### src/rtl/mux_arbiter4_pkg.sv
// Shared types and constants for the four-way round-robin mux arbiter.
// Imported by the interface, the picker and the arbiter top.
package mux_arb_pkg;

    localparam int REQ_N = 4;
    localparam int SEL_W = $clog2(REQ_N);

    typedef enum logic [1:0] {
        ARB_IDLE,
        ARB_GRANT,
        ARB_TURN
    } arb_state_t;

    function automatic logic [REQ_N-1:0] onehot(input logic [SEL_W-1:0] idx);
        onehot      = '0;
        onehot[idx] = 1'b1;
    endfunction

endpackage

### src/rtl/mux_arbiter4_if.sv
// Requester-side bundle of the shared mux resource.
// master = requester/mux side, slave = arbiter.
interface mux_arbiter4_if;
    import mux_arb_pkg::*;

    logic [REQ_N-1:0] req;
    logic [REQ_N-1:0] done;
    logic [REQ_N-1:0] grant;
    logic [SEL_W-1:0] sel;
    logic             busy;
    logic             preempt;

    modport master (
        output req, done,
        input  grant, sel, busy, preempt
    );

    modport slave (
        input  req, done,
        output grant, sel, busy, preempt
    );

endinterface

### src/rtl/mux_arbiter4_rr_pick4.sv
// Combinational round-robin picker: first set req bit scanning ptr, ptr+1, ...
// modulo 4. Kept standalone so wider-select arbiters can reuse it.
module rr_pick4
    import mux_arb_pkg::*;
(
    input  logic [REQ_N-1:0] req,
    input  logic [SEL_W-1:0] ptr,
    output logic             any,
    output logic [SEL_W-1:0] idx
);

    logic [SEL_W-1:0] cand;

    // NOTE: every always_comb output gets a default first, so no path can infer a latch.
    always_comb begin
        any  = |req;
        idx  = ptr;
        cand = ptr;
        // Scan from the farthest offset back towards ptr so the nearest hit wins.
        for (int k = REQ_N - 1; k >= 0; k--) begin
            cand = ptr + SEL_W'(k);
            if (req[cand]) begin
                idx = cand;
            end
        end
    end

endmodule

### src/rtl/mux_arbiter4.sv
// Round-robin owner of a shared 4:1 mux path: one-hot grant, registered select,
// bounded hold with preemption and a one-cycle dead turnaround between owners.
module mux_arbiter4
    import mux_arb_pkg::*;
#(
    parameter int MAX_HOLD = 16
) (
    input logic           clk,
    input logic           rst_n,
    mux_arbiter4_if.slave bus
);

    localparam int                HOLD_W     = (MAX_HOLD < 1) ? 1 : $clog2(MAX_HOLD + 1);
    localparam logic [HOLD_W-1:0] HOLD_LAST  = (MAX_HOLD < 1) ? '0 : HOLD_W'(MAX_HOLD - 1);
    localparam bit                PREEMPT_EN = (MAX_HOLD > 0);

    arb_state_t        state;
    logic [SEL_W-1:0]  ptr;
    logic [HOLD_W-1:0] hold_cnt;
    logic [REQ_N-1:0]  grant_q;
    logic [SEL_W-1:0]  sel_q;
    logic              busy_q;
    logic              preempt_q;

    logic              pick_any;
    logic [SEL_W-1:0]  pick_idx;
    logic              release_now;
    logic              others_pend;
    logic              preempt_now;

    rr_pick4 u_pick (
        .req (bus.req),
        .ptr (ptr),
        .any (pick_any),
        .idx (pick_idx)
    );

    // sel_q is the owner index while granted; grant_q masks the owner out.
    assign release_now = bus.done[sel_q] | ~bus.req[sel_q];
    assign others_pend = |(bus.req & ~grant_q);
    assign preempt_now = PREEMPT_EN && (hold_cnt == HOLD_LAST) && others_pend;

    // NOTE: sequential state uses non-blocking assignments only, so every register
    // samples pre-edge values regardless of statement order.
    always_ff @(posedge clk or negedge rst_n) begin
        if (!rst_n) begin
            state     <= ARB_IDLE;
            ptr       <= '0;
            hold_cnt  <= '0;
            grant_q   <= '0;
            sel_q     <= '0;
            busy_q    <= 1'b0;
            preempt_q <= 1'b0;
        end else begin
            preempt_q <= 1'b0;
            case (state)
                ARB_IDLE, ARB_TURN: begin
                    if (pick_any) begin
                        state    <= ARB_GRANT;
                        grant_q  <= onehot(pick_idx);
                        sel_q    <= pick_idx;
                        busy_q   <= 1'b1;
                        hold_cnt <= '0;
                    end else begin
                        state    <= ARB_IDLE;
                    end
                end
                ARB_GRANT: begin
                    if (release_now || preempt_now) begin
                        state     <= ARB_TURN;
                        grant_q   <= '0;
                        busy_q    <= 1'b0;
                        ptr       <= sel_q + SEL_W'(1);
                        // A voluntary release in the same cycle is not a preemption.
                        preempt_q <= ~release_now;
                    end else if (hold_cnt != HOLD_LAST) begin
                        hold_cnt  <= hold_cnt + HOLD_W'(1);
                    end
                end
                default: begin
                    state   <= ARB_IDLE;
                    grant_q <= '0;
                    busy_q  <= 1'b0;
                end
            endcase
        end
    end

    assign bus.grant   = grant_q;
    assign bus.sel     = sel_q;
    assign bus.busy    = busy_q;
    assign bus.preempt = preempt_q;

endmodule

### src/flat_wrapper.sv
// flat-port wrapper written by rule: the top's interface ports become plain ports
module mux_arbiter4_flat import mux_arb_pkg::*;
#(
    parameter int MAX_HOLD = 16
)
  (clk, rst_n, bus_req, bus_done, bus_grant, bus_sel, bus_busy, bus_preempt);
  mux_arbiter4_if bus_i ();
  input logic clk;
  input logic rst_n;
  input wire logic [$bits(bus_i.req)-1:0] bus_req;
  input wire logic [$bits(bus_i.done)-1:0] bus_done;
  output wire logic [$bits(bus_i.grant)-1:0] bus_grant;
  output wire logic [$bits(bus_i.sel)-1:0] bus_sel;
  output wire logic [$bits(bus_i.busy)-1:0] bus_busy;
  output wire logic [$bits(bus_i.preempt)-1:0] bus_preempt;
  assign bus_i.req = bus_req;
  assign bus_i.done = bus_done;
  assign bus_grant = bus_i.grant;
  assign bus_sel = bus_i.sel;
  assign bus_busy = bus_i.busy;
  assign bus_preempt = bus_i.preempt;
  mux_arbiter4 #(.MAX_HOLD(MAX_HOLD)) u_core (.clk(clk), .rst_n(rst_n), .bus(bus_i));
endmodule
### config.mk
export PLATFORM = sky130hd
export DESIGN_NAME = mux_arbiter4_flat
export DESIGN_NICKNAME = d
export VERILOG_FILES = /design/src/rtl/mux_arbiter4_pkg.sv /design/src/rtl/mux_arbiter4_if.sv /design/src/rtl/mux_arbiter4_rr_pick4.sv /design/src/rtl/mux_arbiter4.sv /design/src/flat_wrapper.sv
export SDC_FILE = /design/constraint.sdc
export NUM_CORES = 1
export LEC_CHECK = 0
export ABC_AREA = 1
export BUFFER_PORTS_ARGS = -buffer_cell sky130_fd_sc_hd__buf_4
export CORE_ASPECT_RATIO = 1.4
export CORE_UTILIZATION = 55
export CTS_CLUSTER_SIZE = 10
export DETAILED_ROUTE_END_ITERATION = 6
export PLACE_DENSITY_LB_ADDON = 0.2
export SLEW_MARGIN = 10
export SYNTH_ARGS = -nofsm -noshare
export SYNTH_HDL_FRONTEND = slang
export SYNTH_SLANG_ARGS = --single-unit
### constraint.sdc
create_clock -name clk -period 3.3 [get_ports clk]
set_input_delay 0.66 -clock clk [delete_from_list [all_inputs] [get_ports clk]]
set_output_delay 0.66 -clock clk [all_outputs]
set_load 0.02 [all_outputs]
==> summary.md, run 1 <==
| Metric | Value |
|---|---|
| Gr ovfl total | 0 |
| Placed Area | around 1200 um2 |
| Max-cap viol count | 0 |
| Netlist Area Pre-Place | 1080 um2 |
| Initial Util | roughly 60% |
| Row Count | 18 |
| Via count | 1,045 |
| Worst Skew | about 5.6 ps |
| WP data required | approximately 3500 ps |
| Syn. warnings | 0 |
| Yosys top cell by area | dfrtp_1 |
| Register area share after synthesis | 39.4% |
| Slew @ Worst Pin | ~400 ps |
| Share of post-route cells with drive strength above 1 | 24.6% |
| Inserted Diodes | 0 |
| Post-synth cell types | 21 |
| Starting DRT DRC Count | 30 |
| Sequential share of power | 32.4% |
| Total negative slack | 0 ps |
| Leakage | 0.684 nW |
| Vias per Instance | 5.47 |
| Arrival @ worst endpoint | 1960 ps |
| Crit. End Element | flop |
| Sw Share | 51.4% |
| Hold slack | 217 ps |
| Area of the multi-input gates | roughly 560 um2 |
| Final net count | 184 |
| Fmax | 561 MHz |
| Core ar. | 1800 um2 |
| Die area | 2150 um2 |
| Total track usage | 26.9% |
| Period utilization | a little over half |
| Total iterations of the first detailed-routing run | 4 |
| Area contributors post-synth | dfrtp_1 39%, nand2_1 18%, nand3_1 9.3% |
| Post-cts resize count | 0 |
| Post-CTS Setup Bufs | 0 |
| CTS Hold Bufs | 0 |
| Clock share of power | a little under a tenth |
| P_int | between 0.5 and 0.6 mW |
| Yosys top cell area share | between 30 and 40% |
| Seq cells post-synth | 17 |
| Area delta synth->final | 15.5% |
| FF/Latch Area | 425 um2 |
| Fin. max-slew vios | 0 |
| Routed WL per cell | 12.9 um |
| Max VDD drop | 0.578 mV |
| Filler cells | 165 |
| Number of remaining DRC errors | 0 |
| CP Cell Sequence | ha_1 -> nand2_1 -> nor2_1 -> ha_1 -> o21ai_1 -> nand2_1 -> nand2_2 -> nand2_4 -> nand2_1 -> o21ai_1 |
| Slew HR | approximately 74% |
| Outcome | complete, no violations |
| Final Critical Period | 1780 ps |
| Vias in the first global route | about 1,000 |
| Final Cell Area | 1250 um2 |
| Comb pwr share | roughly 58% |
| RSZ-0062 raised after global routing | false |
| Hpwl dp | roughly 2 mm |
| Post-route ant nets | 0 |
| Detailed Route WL | approximately 2.5 mm |
| Height of the die | 54.4 um |
| PwrDens | 902 nW/um2 |
| Commonest cells after routing, fill and taps aside | 53 x nand2_1, 20 x nand3_1, 17 x buf_4, 17 x dfrtp_1, 12 x inv_1 |
| Global-route wire length before repair | 3.93 mm |
| Initial antenna violation count | 0 |
| CTS root buffer | clkbuf_4 |
| Largest net degree at the start of global routing | 18 |
| Worst hold path type | input port to async pin |
| Syn nets | about 160 |
| Mux cell area share after synthesis | 0% |
| Adder-Cell Fraction of Synth Area | under 10% |
| RePlAce Congestion | 0.783 |
| Clock tree buffer depth | 2 |
| Biggest cell delay along the critical path | 440 ps |
| XOR/XNOR share of the synthesized area | 0.811% |
| Simple-Gate Fraction of Synth Area | between 40% and 50% |
| Post-route setup slack | 1520 ps |
| Fin. Hold Viols | 0 |
| H-tree levels | 1 |
| Syn Inst Count | 151 |
| Setup WS pre-CTS | 1500 ps |
| Setup-failing EPs final | 0 |
| CP Launch Type | flop |
| Cell repeated most along the worst path | nand2_1 |
| Worst-path maximum fanout | 8 |
| Top Ports | 18 |
| CTS Buf Count | 3 |
| Compound-Gate Fraction of Synth Area | 8.81% |
| Clock transition at the registers of the reported paths | 90 ps |
| CTS sink cnt | 17 |
| PortBufs | 17 |
| Largest family of logic cells by synthesized area | simple AND/OR/NAND/NOR gates |
| Die width | 39.4 um |
| Most common cell after layout, fill and taps aside | nand2_1 |
| Critical path's slowest cell | dfrtp_1 |
| CP Class | flop to flop |
| P_sw | 0.579 mW |
| Clk Latency, worst-skew pair | 290 ps |
| Syn avg cell area | ~7.2 um2 |
| CTS tree | built |
worst max-delay path, delay by kind of cell (launching register included):
| kind | cells | cell delay (ps) |
|---|---|---|
| simple gates | 6 | 540 |
| flops | 1 | 440 |
| fa+ha+maj | 2 | 470 |
| compound gates | 2 | 220 |
power by group through the flow:
stage	Sequential (mW)	Combinational (mW)	Clock (mW)
6_report	0.365	0.653	0.108
3_5_place_dp	0.366	0.652	0
2_1_floorplan	0.371	0.487	0
5_1_grt	0.369	0.743	0.117
3_3_place_gp	0.364	0.629	0
4_1_cts	0.362	0.654	0.113
flip-flops by register name, summed over array words and instances (netlist names):
signal	count
u_core.state	2
u_core.bus.preempt	1
u_core.hold_cnt	5
u_core.bus.sel	2
u_core.bus.busy	1
u_core.ptr	2
u_core.bus.grant	4
cell families after synthesis:
group           after synthesis
buf+inv                      22
compound gates               14
simple gates                 95
flops                        17
xor+xnor                      1
fa+ha+maj                     2
worst paths after layout:
kind                       depth (start not counted)  slack [ps]                           start                               to
hold / removal                                     1         220                           rst_n  u_core.bus.grant[1]$_DFFE_PN0P_
max in group asynchronous                          1        2900                           rst_n      u_core.state[1]$_DFFE_PN0P_
setup reg to reg                                  10        1520  u_core.hold_cnt[0]$_DFFE_PN0P_   u_core.hold_cnt[4]$_DFFE_PN0P_
hold reg to reg                                    2         520     u_core.bus.busy$_DFFE_PN0P_      u_core.bus.busy$_DFFE_PN0P_
min in group clk                                   2         520     u_core.bus.busy$_DFFE_PN0P_      u_core.bus.busy$_DFFE_PN0P_
setup / recovery                                  10        1520  u_core.hold_cnt[0]$_DFFE_PN0P_   u_core.hold_cnt[4]$_DFFE_PN0P_
final cells by class:
class	instances	area share, %
repair buffers	17	10.2
well taps	20	2.01
flip-flops and latches	17	34.1
multi-input cells	112	45.2
clock buffers	4	2.11
inverters	21	6.32
metal layers:
metal  vias to the layer above  track usage [%]  wire length [um]
met3                         4             2.44                59
met1                       492             24.3               922
met5                         -                0                 0
li1                        524                -                 -
met4                         0             10.3                41
met2                        25             56.3              1430
synthesized netlist by cell type (all sizes together):
cell	n
nand3	20
xnor2	1
dfrtp	17
nor2	9
nand4	3
buf	1
clkinv	1
o22ai	2
inv	20
nand3b	1
ha	2
nand2	61
o21ai	12
or2	1
per-stage QoR:
stage	utilization, %	total power, mW	instances
final	69.2	1.13	191
after global routing	69.2	1.23	191
after global placement	67.8	0.993	187
after floorplan	-	0.859	151
after detailed placement	67.8	1.02	187
after CTS	69.2	1.13	191
(Power assumes the default switching activity.)
==> run 2, diff against run 1 <==
CORE_UTILIZATION = 54   (was 55)
clock period = 1.65 ns   (was 3.3 ns; I/O delays follow)
==> summary.md, run 2 (synthesis gave the netlist of run 1 again) <==
| Metric | Value |
|---|---|
| Max-cap viol count | 0 (unchanged) |
| Area of the multi-input gates | 576 um2 (was 564 um2) |
| Arrival @ worst endpoint | 1750 ps (was 1960 ps) |
| Clock transition at the registers of the reported paths | 100 ps (was 90 ps) |
| Max VDD drop | 1.42 mV (was 0.578 mV) |
| CP Cell Sequence | ha_2 -> nand2_1 -> nor2_2 -> ha_2 -> buf_4 -> o21ai_4 -> nand2_4 -> nand2_1 -> o21ai_1 (was ha_1 -> nand2_1 -> nor2_1 -> ha_1 -> o21ai_1 -> nand2_1 -> nand2_2 -> nand2_4 -> nand2_1 -> o21ai_1) |
| Hpwl dp | 1.88 mm (was 1.99 mm) |
| CP Launch Type | flop (unchanged) |
| CTS Buf Count | 3 (unchanged) |
| Vias per Instance | 5.23 (was 5.47) |
| Top routing layer in use | met4 (unchanged) |
| Met2 wire length | 1.33 mm (was 1.43 mm) |
| PortBufs | 17 (unchanged) |
| Total iterations of the first detailed-routing run | 4 (unchanged) |
| Worst-path maximum fanout | 8 (unchanged) |
| Max FFs per register | 5 (unchanged) |
| Gr ovfl total | 0 (unchanged) |
| Height of the die | 54.9 um (was 54.4 um) |
| Outcome | complete, no violations (unchanged) |
| Commonest cells after routing, fill and taps aside | 53 x nand2_1, 24 x buf_4, 20 x nand3_1, 17 x dfrtp_1, 12 x inv_1 (was 53 x nand2_1, 20 x nand3_1, 17 x buf_4, 17 x dfrtp_1, 12 x inv_1) |
| Period utilization | 95.4% (was 54.1%) |
| CTS root buffer | clkbuf_4 (unchanged) |
| Initial Util | 59.2% (was 59.9%) |
| Vias in the first global route | 911 (was 999) |
| Area delta synth->final | 22.4% (was 15.5%) |
| Setup WS pre-CTS | -0.841 ps (was 1500 ps) |
| WP data required | 1830 ps (was 3480 ps) |
| H-tree levels | 1 (unchanged) |
| Post-route setup slack | 76.2 ps (was 1520 ps) |
| Largest net degree at the start of global routing | 18 (unchanged) |
| Core ar. | 1820 um2 (was 1800 um2) |
| Worst hold path type | input port to async pin (unchanged) |
| Via count | 1,041 (was 1,045) |
| Routed WL per cell | 12.1 um (was 12.9 um) |
| Final Cell Area | 1320 um2 (was 1250 um2) |
| PwrDens | 1780 nW/um2 (was 902 nW/um2) |
| Worst Skew | 3.96 ps (was 5.59 ps) |
| Total track usage | 24.1% (was 26.9%) |
| Detailed Route WL | 2.41 mm (was 2.46 mm) |
| Starting DRT DRC Count | 24 (was 30) |
| Filler cells | 160 (was 165) |
| CTS sink cnt | 17 (unchanged) |
| Placed Area | 1250 um2 (was 1220 um2) |
| Total power | 2.35 mW (was 1.13 mW) |
| Crit. End Element | flop (unchanged) |
| Fin. max-slew vios | 0 (unchanged) |
| Die width | 39.8 um (was 39.4 um) |
| Biggest cell delay along the critical path | 410 ps (was 440 ps) |
| Final Critical Period | 1570 ps (was 1780 ps) |
| Fmax | 635 MHz (was 561 MHz) |
| Die area | 2180 um2 (was 2150 um2) |
| FF/Latch Area | 425 um2 (unchanged) |
| Final net count | 192 (was 184) |
| Setup-failing EPs final | 0 (unchanged) |
| Clk Latency, worst-skew pair | 290 ps (about the same) |
| Slew @ Worst Pin | 216 ps (was 397 ps) |
| Fin. Hold Viols | 0 (unchanged) |
| Biggest register | u_core.hold_cnt (unchanged) |
| Metal3 WL | 67 um (was 59 um) |
| Most common cell after layout, fill and taps aside | nand2_1 (unchanged) |
| Slew HR | 85.6% (was 73.5%) |
| Post-route ant nets | 0 (unchanged) |
| Global-route wire length before repair | 3.57 mm (was 3.93 mm) |
| Inserted Diodes | 0 (unchanged) |
| CTS tree | built (unchanged) |
| CP Class | flop to flop (unchanged) |
| Critical path's slowest cell | dfrtp_1 (unchanged) |
| Number of remaining DRC errors | 0 (unchanged) |
| Leakage | 0.720 nW (was 0.684 nW) |
| M1 wire length | 991 um (was 922 um) |
| Initial antenna violation count | 0 (unchanged) |
| Share of post-route cells with drive strength above 1 | 29.6% (was 24.6%) |
| Top Ports | 18 (unchanged) |
| Row Count | 18 (unchanged) |
| RePlAce Congestion | 0.834 (was 0.783) |
| Clock tree buffer depth | 2 (unchanged) |
==> run 2: metrics by stage <==
step           hold WS (ps)  std cells  util, %  TNS, ps
2_1_floorplan          34.4        151        -        0
3_3_place_gp            202        191     68.6        0
3_5_place_dp            204        191     68.6   -0.971
4_1_cts                 436        197     71.2        0
5_1_grt                 447        199     72.4    -44.8
6_report                428        199     72.4        0
==> run 2: routing by layer <==
metal,vias up,track usage [%]
met5,-,0
met4,0,7.47
met3,4,1.60
met2,24,49.5
met1,474,24.2
li1,539,-
==> run 2: layout make-up <==
cell class              instances  share of cell area (%)
flip-flops and latches         17                    32.2
repair buffers                 25                    14.4
inverters                      21                    5.97
clock buffers                   4                    1.99
multi-input cells             112                    43.6
well taps                      20                    1.89
==> run 2: where the power goes <==
group | total [mW] | internal, mW | switching (mW)
Sequential | 0.691 | 0.543 | 0.148
Clock | 0.220 | 0.0940 | 0.126
Combinational | 1.44 | 0.541 | 0.896
Total | 2.35 | 1.18 | 1.17
==> run 2: worst paths after layout <==
check                                               start                               to  slack (ps)  cells past startpoint
max                        u_core.hold_cnt[1]$_DFFE_PN0P_   u_core.hold_cnt[4]$_DFFE_PN0P_          80                      9
min                                                 rst_n  u_core.bus.grant[1]$_DFFE_PN0P_         430                      2
max reg2reg                u_core.hold_cnt[1]$_DFFE_PN0P_   u_core.hold_cnt[4]$_DFFE_PN0P_          80                      9
min reg2reg                   u_core.bus.busy$_DFFE_PN0P_      u_core.bus.busy$_DFFE_PN0P_         480                      2
max in group asynchronous                           rst_n      u_core.state[0]$_DFFE_PN0P_        1040                      2
min in group clk              u_core.bus.busy$_DFFE_PN0P_      u_core.bus.busy$_DFFE_PN0P_         480                      2
==> run 2: worst max-delay path, delay by kind of cell (launching register included) <==
kind / cells / cell delay, ps
and+or+nand+nor: 4 / 310
DFF: 1 / 410
buffers and inverters: 1 / 140
adders and majority gates: 2 / 370
AOI/OAI and AO/OA: 2 / 230
==> run 2: what timing repair did <==
item	4_1_cts	5_1_grt
pin swaps	1	4
buffers inserted	1	2
hold buffers	1	0
setup endpoints to repair	4	13
resized for setup	1	4
endpoints found under the hold margin	17	0
==> run 3, diff against run 2 <==
CTS_BUF_LIST = sky130_fd_sc_hd__clkbuf_16   (was unset)
==> summary.md, run 3 (synthesis gave the netlist of run 1 again) <==
| Metric | Value |
|---|---|
| WP data required | 1830 ps (about the same) |
| CTS sink cnt | 17 (unchanged) |
| Commonest cells after routing, fill and taps aside | 53 x nand2_1, 24 x buf_4, 20 x nand3_1, 17 x dfrtp_1, 13 x inv_1 (was 53 x nand2_1, 24 x buf_4, 20 x nand3_1, 17 x dfrtp_1, 12 x inv_1) |
| Hpwl dp | 1.88 mm (unchanged) |
| Hold slack | 469 ps (was 428 ps) |
| PortBufs | 17 (unchanged) |
| Outcome | complete, no violations (unchanged) |
| Biggest register | u_core.hold_cnt (unchanged) |
| Vias in the first global route | 940 (was 911) |
| Leakage | 0.747 nW (was 0.720 nW) |
| Total track usage | 26.1% (was 24.1%) |
| Arrival @ worst endpoint | 1740 ps (was 1750 ps) |
| Number of remaining DRC errors | 0 (unchanged) |
| Share of post-route cells with drive strength above 1 | 29.1% (was 29.6%) |
| Die width | 39.8 um (unchanged) |
| CP bufs+invs | 1 (unchanged) |
| Routed WL per cell | 12.2 um (was 12.1 um) |
| Delay-heaviest family, CP | simple AND/OR/NAND/NOR gates (was flip-flops) |
| Max FFs per register | 5 (unchanged) |
| Critical path's slowest cell | dfrtp_1 (unchanged) |
| Fmax | 639 MHz (was 635 MHz) |
| Period utilization | 94.9% (was 95.4%) |
| Detailed Route WL | 2.44 mm (was 2.41 mm) |
| Most common cell after layout, fill and taps aside | nand2_1 (unchanged) |
| Max VDD drop | 1.23 mV (was 1.42 mV) |
| PwrDens | 1900 nW/um2 (was 1780 nW/um2) |
| Top Ports | 18 (unchanged) |
| CP Cell Sequence | ha_2 -> nand2_1 -> nor2_1 -> ha_2 -> o21ai_2 -> nand2_1 -> nand2_2 -> buf_4 -> o21ai_1 (was ha_2 -> nand2_1 -> nor2_2 -> ha_2 -> buf_4 -> o21ai_4 -> nand2_4 -> nand2_1 -> o21ai_1) |
| Inserted Diodes | 0 (unchanged) |
| Slew @ Worst Pin | 216 ps (about the same) |
| Area delta synth->final | 27.0% (was 22.4%) |
| Largest net degree at the start of global routing | 18 (unchanged) |
| Fin. max-slew vios | 0 (unchanged) |
| Gr ovfl total | 0 (unchanged) |
| Initial antenna violation count | 0 (unchanged) |
| Max-cap viol count | 0 (unchanged) |
| H-tree levels | 1 (unchanged) |
| Starting DRT DRC Count | 25 (was 24) |
| Worst hold path type | flop to flop (was input port to async pin) |
| Die area | 2180 um2 (unchanged) |
| Setup-failing EPs final | 0 (unchanged) |
| RePlAce Congestion | 0.834 (unchanged) |
| Fin cells | 199 (unchanged) |
| Core ar. | 1820 um2 (unchanged) |
| Crit. End Element | flop (unchanged) |
| Worst-path maximum fanout | 5 (was 8) |
| Fin. Hold Viols | 0 (unchanged) |
| Total iterations of the first detailed-routing run | 4 (unchanged) |
| Post-route ant nets | 0 (unchanged) |
| CP Launch Type | flop (unchanged) |
| CTS Buf Count | 3 (unchanged) |
| Vias per Instance | 5.24 (was 5.23) |
| Clock tree buffer depth | 2 (unchanged) |
| Via count | 1,043 (was 1,041) |
| Clock transition at the registers of the reported paths | 50 ps (was 100 ps) |
| Final Critical Period | 1570 ps (about the same) |
| Global-route wire length before repair | 3.72 mm (was 3.57 mm) |
| Worst Skew | 0.840 ps (was 3.96 ps) |
| CP Class | flop to flop (unchanged) |
| Clk Latency, worst-skew pair | 250 ps (was 290 ps) |
| Slew HR | 85.6% (about the same) |
| CTS tree | built (unchanged) |
| DP Cell Count | 191 (unchanged) |
| Height of the die | 54.9 um (unchanged) |
| CTS root buffer | clkbuf_16 (was clkbuf_4) |
| Initial Util | 59.2% (unchanged) |
| Biggest cell delay along the critical path | 360 ps (was 410 ps) |
| Final net count | 192 (unchanged) |
| Row Count | 18 (unchanged) |
## run 3: changes by cell type in the layout (fill, tap and decap cells not counted), sizes merged
cell    before  now
clkbuf       4    3
inv         20   21
## run 3: worst paths after layout
path / from / to / slack [ps] / depth (start not counted)
setup reg to reg: u_core.hold_cnt[1]$_DFFE_PN0P_ / u_core.ptr[1]$_DFFE_PN0P_ / 80 / 9
max in group asynchronous: rst_n / u_core.bus.sel[0]$_DFFE_PN0P_ / 990 / 2
setup / recovery: u_core.hold_cnt[1]$_DFFE_PN0P_ / u_core.ptr[1]$_DFFE_PN0P_ / 80 / 9
min in group asynchronous: rst_n / u_core.state[1]$_DFFE_PN0P_ / 480 / 2
hold reg to reg: u_core.bus.busy$_DFFE_PN0P_ / u_core.bus.busy$_DFFE_PN0P_ / 470 / 2
hold / removal: u_core.bus.busy$_DFFE_PN0P_ / u_core.bus.busy$_DFFE_PN0P_ / 470 / 2
## run 3: metal layers
metal / wire length [um] / track usage (%) / part of all wire [%] / vias up
met4: 46 / 12.6 / 1.9 / 0
met1: 968 / 24.7 / 40 / 475
met5: 0 / 0 / 0 / -
met2: 1340 / 51.4 / 55 / 20
met3: 78 / 4.00 / 3.2 / 6
li1: - / - / - / 542
## run 3: repair_timing
action,in CTS,in global routing
hold buffers,1,0
buffers inserted,1,2
pin swaps,1,4
hold endpoints to repair,17,0
resized for setup,2,2
endpoints found under the setup margin,5,8
## run 3: cell type report
cell class              count  area (um2)
clock inverters             1        3.75
inverters                  21        78.8
flip-flops and latches     17         425
multi-input cells         112         573
clock buffers               3        75.1
well taps                  20        25.0
fillers                   150         453
repair buffers             25         190
## run 3: worst register-to-register path, stage by stage (launching register included)
cell and delay [ps]:
dfrtp_1 360, ha_2 190, nand2_1 70, nor2_1 140, ha_2 210, o21ai_2 70
nand2_1 90, nand2_2 110, buf_4 160, o21ai_1 100
## run 3: power by group
part	internal, mW	switching [mW]
Sequential	0.546	0.147
Combinational	0.541	0.895
Clock	0.321	0.150
## run 3: through the flow
stage | TNS [ps] | setup WS [ps] | area, um2 | total power [mW] | util, %
floorplan | 0 | 97.5 | 1080 | 1.72 | -
global placement | 0 | 64.4 | 1250 | 2.06 | 68.6
detailed placement | -0.971 | -0.841 | 1250 | 2.09 | 68.6
CTS | 0 | 30.0 | 1350 | 2.60 | 74.2
global route | -78.1 | -26.7 | 1370 | 2.82 | 75.2
finish | 0 | 84.2 | 1370 | 2.60 | 75.2
